[src/rtl/freq_bcd_conv.sv]
// -----------------------------------------------------------------------------
// freq_bcd_conv
//
// Sequential binary-to-BCD converter sitting between the frequency counter's
// latched count and the 7-segment digit decoders. A count accepted on start_i
// is converted by shift-and-add-3 (double dabble), one input bit per clock.
// Four saturated decimal digits plus an overflow flag are presented from
// registers and held stable until the next conversion completes.
//
// Optional feature macro: FREQ_BCD_BLANK_EN
//   defined   -> blank_o (registered leading-zero blank mask) is present.
//   undefined -> blank_o and its logic are absent.
//
// Handshake: start_i is a request that is taken only while busy_o=0; a
//   request seen while busy_o=1 (SHIFT or FINISH) is dropped, not queued.
//   din_i is sampled on the accepting edge only. done_o pulses for exactly
//   one cycle when bcd*_o/ovf_o (and blank_o) carry the new result; busy_o
//   falls on that same edge, so a start_i held in the done cycle is accepted.
//
// Ports:
//   clk           conversion clock
//   rst           asynchronous, active-low reset
//   start_i       conversion request
//   din_i         unsigned binary count, WIDTH bits
//   busy_o        conversion in progress
//   done_o        one-cycle pulse, new digits valid
//   bcd0_o..bcd3_o decimal digits, units to thousands (always 0..9)
//   ovf_o         input exceeded 9999, digits saturated to 9999
//   blank_o       leading-zero blank mask, bit i for bcd i (macro only)
//   dbg_state_o   current FSM state (0 IDLE, 1 SHIFT, 2 FINISH)
// -----------------------------------------------------------------------------
module freq_bcd_conv #(
   parameter int WIDTH = 21
) (
   input  logic             clk,
   input  logic             rst,
   input  logic             start_i,
   input  logic [WIDTH-1:0] din_i,
   output logic             busy_o,
   output logic             done_o,
   output logic [3:0]       bcd0_o,
   output logic [3:0]       bcd1_o,
   output logic [3:0]       bcd2_o,
   output logic [3:0]       bcd3_o,
   output logic             ovf_o,
`ifdef FREQ_BCD_BLANK_EN
   output logic [3:0]       blank_o,
`endif
   output logic [1:0]       dbg_state_o
);

   // ceil(WIDTH*log10(2)) decimal digits are needed to hold any WIDTH-bit
   // value. At least five are kept so the overflow slice above the
   // thousands digit is never empty.
   localparam int NDIG    = (WIDTH * 30103 + 99999) / 100000;
   localparam int ACC_DIG = (NDIG < 5) ? 5 : NDIG;
   localparam int ACC_W   = ACC_DIG * 4;
   localparam int CNT_W   = (WIDTH > 2) ? $clog2(WIDTH) : 1;

   typedef enum logic [1:0] {
      S_IDLE   = 2'd0,
      S_SHIFT  = 2'd1,
      S_FINISH = 2'd2
   } state_t;

   state_t             state_q;
   logic [WIDTH-1:0]   sr_q;
   logic [ACC_W-1:0]   acc_q;
   logic [CNT_W-1:0]   cnt_q;
   logic               busy_q;
   logic               done_q;
   logic [3:0]         bcd0_q, bcd1_q, bcd2_q, bcd3_q;
   logic               ovf_q;

   logic [ACC_W-1:0]   acc_add3;
   logic [ACC_W-1:0]   acc_d;
   logic [WIDTH-1:0]   sr_d;
   logic               ovf_d;

   // Add-3 correction on every digit >= 5, then one left shift of the
   // combined {acc, sr} so the next input bit (MSB first) enters acc LSB.
   always_comb begin
      acc_add3 = acc_q;
      for (int i = 0; i < ACC_DIG; i++) begin
         if (acc_q[4*i +: 4] >= 4'd5) begin
            acc_add3[4*i +: 4] = acc_q[4*i +: 4] + 4'd3;
         end
      end
      {acc_d, sr_d} = {acc_add3, sr_q} << 1;
   end

   // Anything above the thousands digit means the count exceeds 9999.
   assign ovf_d = |acc_q[ACC_W-1:16];

`ifdef FREQ_BCD_BLANK_EN
   logic [3:0] blank_q;
   logic [3:0] blank_d;

   // Blank leading zeros from the thousands digit down; units never blank.
   // A saturated display shows all four nines, so nothing blanks.
   always_comb begin
      blank_d    = 4'b0000;
      if (!ovf_d) begin
         blank_d[3] = (acc_q[15:12] == 4'd0);
         blank_d[2] = blank_d[3] && (acc_q[11:8] == 4'd0);
         blank_d[1] = blank_d[2] && (acc_q[7:4]  == 4'd0);
      end
   end
`endif

   always_ff @(posedge clk or negedge rst) begin
      if (!rst) begin
         state_q <= S_IDLE;
         sr_q    <= '0;
         acc_q   <= '0;
         cnt_q   <= '0;
         busy_q  <= 1'b0;
         done_q  <= 1'b0;
         bcd0_q  <= 4'd0;
         bcd1_q  <= 4'd0;
         bcd2_q  <= 4'd0;
         bcd3_q  <= 4'd0;
         ovf_q   <= 1'b0;
`ifdef FREQ_BCD_BLANK_EN
         blank_q <= 4'b1110;
`endif
      end else begin
         done_q <= 1'b0;
         case (state_q)
            S_IDLE: begin
               if (start_i) begin
                  sr_q    <= din_i;
                  acc_q   <= '0;
                  cnt_q   <= CNT_W'(WIDTH - 1);
                  busy_q  <= 1'b1;
                  state_q <= S_SHIFT;
               end
            end
            S_SHIFT: begin
               acc_q <= acc_d;
               sr_q  <= sr_d;
               if (cnt_q == '0) begin
                  state_q <= S_FINISH;
               end else begin
                  cnt_q <= cnt_q - CNT_W'(1);
               end
            end
            S_FINISH: begin
               ovf_q   <= ovf_d;
               bcd0_q  <= ovf_d ? 4'd9 : acc_q[3:0];
               bcd1_q  <= ovf_d ? 4'd9 : acc_q[7:4];
               bcd2_q  <= ovf_d ? 4'd9 : acc_q[11:8];
               bcd3_q  <= ovf_d ? 4'd9 : acc_q[15:12];
`ifdef FREQ_BCD_BLANK_EN
               blank_q <= blank_d;
`endif
               done_q  <= 1'b1;
               busy_q  <= 1'b0;
               state_q <= S_IDLE;
            end
            default: begin
               state_q <= S_IDLE;
               busy_q  <= 1'b0;
            end
         endcase
      end
   end

   assign busy_o      = busy_q;
   assign done_o      = done_q;
   assign bcd0_o      = bcd0_q;
   assign bcd1_o      = bcd1_q;
   assign bcd2_o      = bcd2_q;
   assign bcd3_o      = bcd3_q;
   assign ovf_o       = ovf_q;
   assign dbg_state_o = state_q;
`ifdef FREQ_BCD_BLANK_EN
   assign blank_o     = blank_q;
`endif

endmodule

[config.mk]
export PLATFORM = sky130hd
export DESIGN_NAME = freq_bcd_conv
export DESIGN_NICKNAME = d
export VERILOG_FILES = /design/src/rtl/freq_bcd_conv.sv
export SDC_FILE = /design/constraint.sdc
export NUM_CORES = 1
export LEC_CHECK = 0
export ABC_AREA = 1
export CAP_MARGIN = 40
export CORE_MARGIN = 3
export CORE_UTILIZATION = 50
export CTS_CLUSTER_SIZE = 28
export DETAILED_ROUTE_END_ITERATION = 7
export GPL_TIMING_DRIVEN = 0
export PLACE_DENSITY = 0.79
export SYNTH_ARGS = -nofsm -noshare
export SYNTH_HDL_FRONTEND = slang
export SYNTH_SLANG_ARGS = --single-unit
[constraint.sdc]
create_clock -name clk -period 1.4 [get_ports clk]
set_input_delay 0.42 -clock clk [delete_from_list [all_inputs] [get_ports clk]]
set_output_delay 0.42 -clock clk [all_outputs]
set_load 0.02 [all_outputs]
# Yosys cells after proc, flatten, opt, wreduce, memory -nomap -nowiden
# Index checks and enable logic that the tools add are counted.
dict set report word_totals {
  ff_bits 75
  in_bits 24
  output_inout_bits 21
}
dict set report op_classes {
  add_sub_neg 8
  n_lt_le_gt_ge 7
  eq_ne 5
  n_mux 24
  bitwise 1
  n_reduce_logical 8
}
# operator n
set op_table {}
lappend op_table {{28-bit case mux with 2 select lines} 1}
lappend op_table {{21-bit case mux with 2 select lines} 1}
lappend op_table {{4-bit two-way mux} 10}
lappend op_table {{4-bit by 3-bit >= comparator with 1-bit output (second input constant)} 7}
lappend op_table {{28-bit two-way mux} 1}
lappend op_table {{4-bit by 2-bit adder with 4-bit output (second input constant)} 6}
lappend op_table {{21-bit two-way mux} 1}
lappend op_table {{12-bit OR reduction} 1}
lappend op_table {{5-bit two-way mux} 2}
lappend op_table {{5-bit case mux with 2 select lines} 1}
lappend op_table {{2-bit inequality test (second input constant)} 3}
lappend op_table {{2-bit AND reduction} 3}
lappend op_table {{5-bit logical NOT} 1}
lappend op_table {{5-bit by 1-bit subtractor with 5-bit output (second input constant)} 1}
lappend op_table {{2-bit two-way mux} 2}
lappend op_table {{2-bit case mux with 2 select lines} 1}
lappend op_table {{3-bit by 2-bit adder with 3-bit output (second input constant)} 1}
lappend op_table {{3-bit two-way mux} 1}
lappend op_table {{3-bit AND reduction} 1}
lappend op_table {{2-bit by 1-bit equality test with 1-bit output (second input constant)} 1}
lappend op_table {{2-bit equality test (second input constant)} 1}
lappend op_table {{2-bit logical NOT} 1}
lappend op_table {{1-bit two-way mux} 2}
lappend op_table {{1-bit case mux with 2 select lines} 1}
lappend op_table {{other kinds (2)} 2}

# Longest topological paths before layout
dict set report depth {
  depth_word 3
  depth_mapped 9
  depth_no_buf 9
}

# Least setup slack after synthesis
# No wires, ideal clock.
dict set report synth_timing {
  path_type {reg2reg}
  start {register acc_q[20]}
  end {register bcd0_q[0] (netlist: bcd0_o[0])}
  t_arrival_ns 1.317
  slack_ns -0.046
  path_stages_with_launch 8
  n_path_buf 0
  synth_period_minus_slack_ns 1.446
  cell_sequence {dfrtp_1 inv_1 ha_1 nand2_1 nor3_4 nand2_1 nand2_1 nand2_1}
}
dict set report synth_via {
  elab_chain_cells 2
}
# item line_no
set synth_rtl {}
lappend synth_rtl {{from (decl)} 68} ;# logic [ACC_W-1:0] acc_q;
lappend synth_rtl {{from (signal assigned)} 115} ;# acc_q <= '0;
lappend synth_rtl {{from (signal assigned)} 133} ;# acc_q <= '0;
lappend synth_rtl {{from (signal assigned)} 140} ;# acc_q <= acc_d;
lappend synth_rtl {{12-bit OR reduction} 93} ;# assign ovf_d = |acc_q[ACC_W-1:16];
lappend synth_rtl {{4-bit two-way mux} 150} ;# bcd0_q <= ovf_d ? 4'd9 : acc_q[3:0];
lappend synth_rtl {{to (signal assigned)} 150}
lappend synth_rtl {{to (decl)} 72} ;# logic [3:0] bcd0_q, bcd1_q, bcd2_q, bcd3_q;
# Every way passes these cells.
# A chain may end at the register's enable or synchronous reset.

# Worst setup path in the final report
dict set report layout_timing {
  start {register acc_q[20]}
  end {register acc_q[22]}
}
dict set report layout_via {
  elab_chain_cells 3
  elab_cells_between_ends 4
  cone_classes {1 x add/sub; 1 x order compare; 2 x mux}
}
# item line_no
set layout_rtl {}
lappend layout_rtl {{4-bit by 2-bit adder with 4-bit output / 4-bit by 3-bit >= comparator with 1-bit output (equally long branches)} {86, 85}}
lappend layout_rtl {{4-bit two-way mux *} 85} ;# if (acc_q[4*i +: 4] >= 4'd5) begin
lappend layout_rtl {{28-bit case mux with 2 select lines *} 129} ;# case (state_q)
# Every way passes the cells marked *; elsewhere a longest branch is shown, timed or not.

==> results.sh <==
export IMPL_dp_hpwl_um=6120
export IMPL_dieArea_mm2=0.00870
export IMPL_final_area_mm2=0.00480
export IMPL_num_rows=31
export IMPL_leakagePower_nw=2.39
export IMPL_grt_pass1_vias=3303
export IMPL_antenna_found_initial=0
export IMPL_fin_crit_sh_pct=98.5
export IMPL_rsz0062_at_grt="yes"
export IMPL_drtAntennaViolNets=0
export IMPL_hold_viol=0
export IMPL_slew_viol_final=0
export IMPL_n_antenna_cell=0
export IMPL_tightest_slew_ns=0.425
export IMPL_track_usage_pct=21.3
export IMPL_drive_gt1_share_pct=21.5
export IMPL_num_vias=3500
export IMPL_p_int_mw=6.35
export IMPL_core_area_mm2=0.00733
export IMPL_die_w_um=93.3
export IMPL_ff_latch_area_mm2=0.00188
export IMPL_async_reset_ff_share_pct=100
export IMPL_synthTopCellsByArea="dfrtp_1 49%, nand2_1 13%, nand3_1 6.4%"
export IMPL_start_util_pct=52.0
export IMPL_ys_ff_latch=75
export IMPL_syn_to_final_growth_pct=26.0
export IMPL_ys_seq_area_share_pct=49.3
export IMPL_syn_area_mm2=0.00381
export IMPL_synth_commonest_cells="132 x nand2_1, 75 x dfrtp_1, 49 x nand3_1"
export IMPL_start_kind="flop"
export IMPL_power_density_mw_per_mm2=2290
export IMPL_layout_nets=596
export IMPL_drc=0
export IMPL_wl_um=9060
export IMPL_cts_tree="built"
export IMPL_root_buffer="clkbuf_8"
export IMPL_yosysTopAreaCellShare_pct=49.3
export IMPL_pwr_share_comb_pct=48.2
export IMPL_clk_latency_ns=0.35
export IMPL_finClkSkew_ns=0.00684
export IMPL_ioPinCount=45
export IMPL_post_drt_wl_per_cell_um=13.8
export IMPL_vdd_drop_max_uv=1000
export IMPL_clockBufferDepth=2
export IMPL_clk_pin_slew_ns=0.08
export IMPL_fill_cells=596
export IMPL_drtIter0Drc=250
export IMPL_setup_violations=0
export IMPL_syn_avg_cell_area_um2=8.00
export IMPL_arrival_ns=1.62
export IMPL_firstDrtPassIters=5
export IMPL_multiInputGateArea_mm2=0.00175
export IMPL_synth_top_area_cell="dfrtp_1"
export IMPL_maxCapViolations=0
export IMPL_status="completed"
export IMPL_crit_fanout=4
export IMPL_numCtsBuffers=9
export IMPL_synth_distinct_cells=21
export IMPL_place_inst=620
export IMPL_worst_setup_path_end_kind="flop"
export IMPL_power_share_switching_pct=42.2
export IMPL_clock_sinks=75
export IMPL_slew_headroom_pct=71.7
export IMPL_gp_congestion=0.859
export IMPL_fin_crit_ns=1.38
export IMPL_grt_overflow=0
export IMPL_cts_htree_levels=3
export IMPL_worst_hold_path_type="primary input to asynchronous set/reset pin"
export IMPL_power_frac_seq_pct=33.3
export IMPL_placedInstanceArea_mm2=0.00439
export IMPL_synth_edff_count=0
export IMPL_yosys_warnings=0
export IMPL_grt_pass1_wl_um=14700
export IMPL_synth_main_ff_cell="dfrtp_1"
export IMPL_yosysMostFrequentCell="nand2_1"
export IMPL_final_instance_count_excl_fill=658
export IMPL_fmax_ghz=0.725
export IMPL_postLayoutCoreUtil_pct=65.5
export IMPL_grt_start_max_net_pins=44
export IMPL_hold_buffers=0
export IMPL_fp_dieH_um=93.3
export IMPL_critPathKind="flop to flop"
export IMPL_p_clk_share_pct=18.4
export IMPL_synthesis_nets=518
export IMPL_worstPathRequired_ns=1.64
export IMPL_io_buffer_count=44
export IMPL_syn_inst=476
export IMPL_via_per_inst=5.32
export IMPL_p_switching_mw=4.64
-- flip-flops by register name, indices dropped and copies added (netlist names) --
signal	flops
done_o	1
dbg_state_o	2
sr_q	21
bcd3_o	4
bcd0_o	4
busy_o	1
bcd2_o	4
ovf_o	1
bcd1_o	4
cnt_q	5
acc_q	28
-- final cells by class --
class                           instances  share of cell area [%]
Buffer                                 15                    2.27
Sequential cell                        75                    39.1
Multi-Input combinational cell        342                    36.5
Tap cell                               99                    2.58
Inverter                               44                    3.49
Clock buffer                           11                    2.94
Clock inverter                          5                    2.08
Timing Repair Buffer                   67                    11.0
-- final timing paths --
kind                       slack [ns]  cells past startpoint      start              to
max                              0.02                      9  acc_q[20]       acc_q[22]
max reg2reg                      0.02                      9  acc_q[20]       acc_q[22]
min reg2reg                      0.48                      2  bcd1_o[2]       bcd1_o[2]
max in group asynchronous        0.82                      2        rst  dbg_state_o[1]
min                            0.0009                      1        rst       acc_q[26]
min in group clk                 0.48                      2  bcd1_o[2]       bcd1_o[2]
-- cell usage in the layout (no fill, tap or decap), types with 3 or more instances in the layout --
cell type	Yosys	layout
nand2_1	132	123
dfrtp_1	75	73
nand3_1	49	45
nor2_1	37	36
o21ai_0	37	35
o21ai_1	23	25
buf_2	6	24
buf_4	1	23
inv_2	8	22
clkdlybuf4s50_1	0	22
inv_1	36	21
a21oi_1	20	20
ha_1	18	18
nand4_1	14	14
clkbuf_8	0	10
nand2_2	1	8
o22ai_1	6	6
clkbuf_2	0	5
buf_6	2	5
nand3_2	0	4
nor2_4	2	3
nand2_4	0	3
bufinv_16	0	3
-- per-stage QoR --
step | setup WS (ns) | power, mW | setup TNS, ns | hold WS, ns
3_5_place_dp | -0.407 | 8.39 | -18.61 | 0.396
3_3_place_gp | -2.70 | 8.12 | -219.11 | 0.464
6_report | 0.0215 | 11.0 | 0 | 0.000948
4_1_cts | -0.0187 | 10.6 | -0.0726 | 0.0164
2_1_floorplan | 0.0226 | 7.01 | 0 | 0.124
5_1_grt | -0.0573 | 11.9 | -0.130 | 0.0307
-- power groups by stage --
stage / Clock [mW] / Sequential (mW) / Combinational, mW
floorplan: 0 / 3.69 / 3.32
global placement: 0 / 3.60 / 4.52
detailed placement: 0 / 3.64 / 4.75
CTS: 2.05 / 3.61 / 4.89
global route: 2.14 / 3.76 / 5.97
finish: 2.03 / 3.66 / 5.30
-- metal layers --
| layer | part of all wire, % | global-route usage [%] | vias to the layer above |
|---|---|---|---|
| li1 | - | - | 1732 |
| met1 | 43 | 27.4 | 1628 |
| met2 | 49 | 34.9 | 119 |
| met3 | 5.7 | 3.94 | 21 |
| met4 | 2.6 | 10.1 | 0 |
| met5 | 0 | 0 | - |
-- worst max-delay path, cell delays in order, from the launching register on --
cell and delay [ns]:
dfrtp_1 0.38, inv_2 0.05, buf_4 0.14, ha_1 0.20
inv_1 0.06, nand2_2 0.08, nand3_2 0.11, nand2_1 0.08
nand3_1 0.08, o21ai_1 0.07
-- timing repair --
item,CTS,global route
gates resized for setup,103,41
pin swaps,4,9
buffers inserted,9,13
setup endpoints to repair,72,65
cloned,1,0
-- cell families (layout without fill, tap and decap cells) --
logic type,after synthesis,after routing,share of synthesized area (%)
buffers and inverters,60,142,6.60
AND/OR/NAND/NOR,237,238,26.7
flip-flops,75,75,49.3
AO/OA/AOI/OAI,86,86,11.5
adder cells (fa/ha/maj),18,18,5.91
Power figures use the tool's default switching activity.
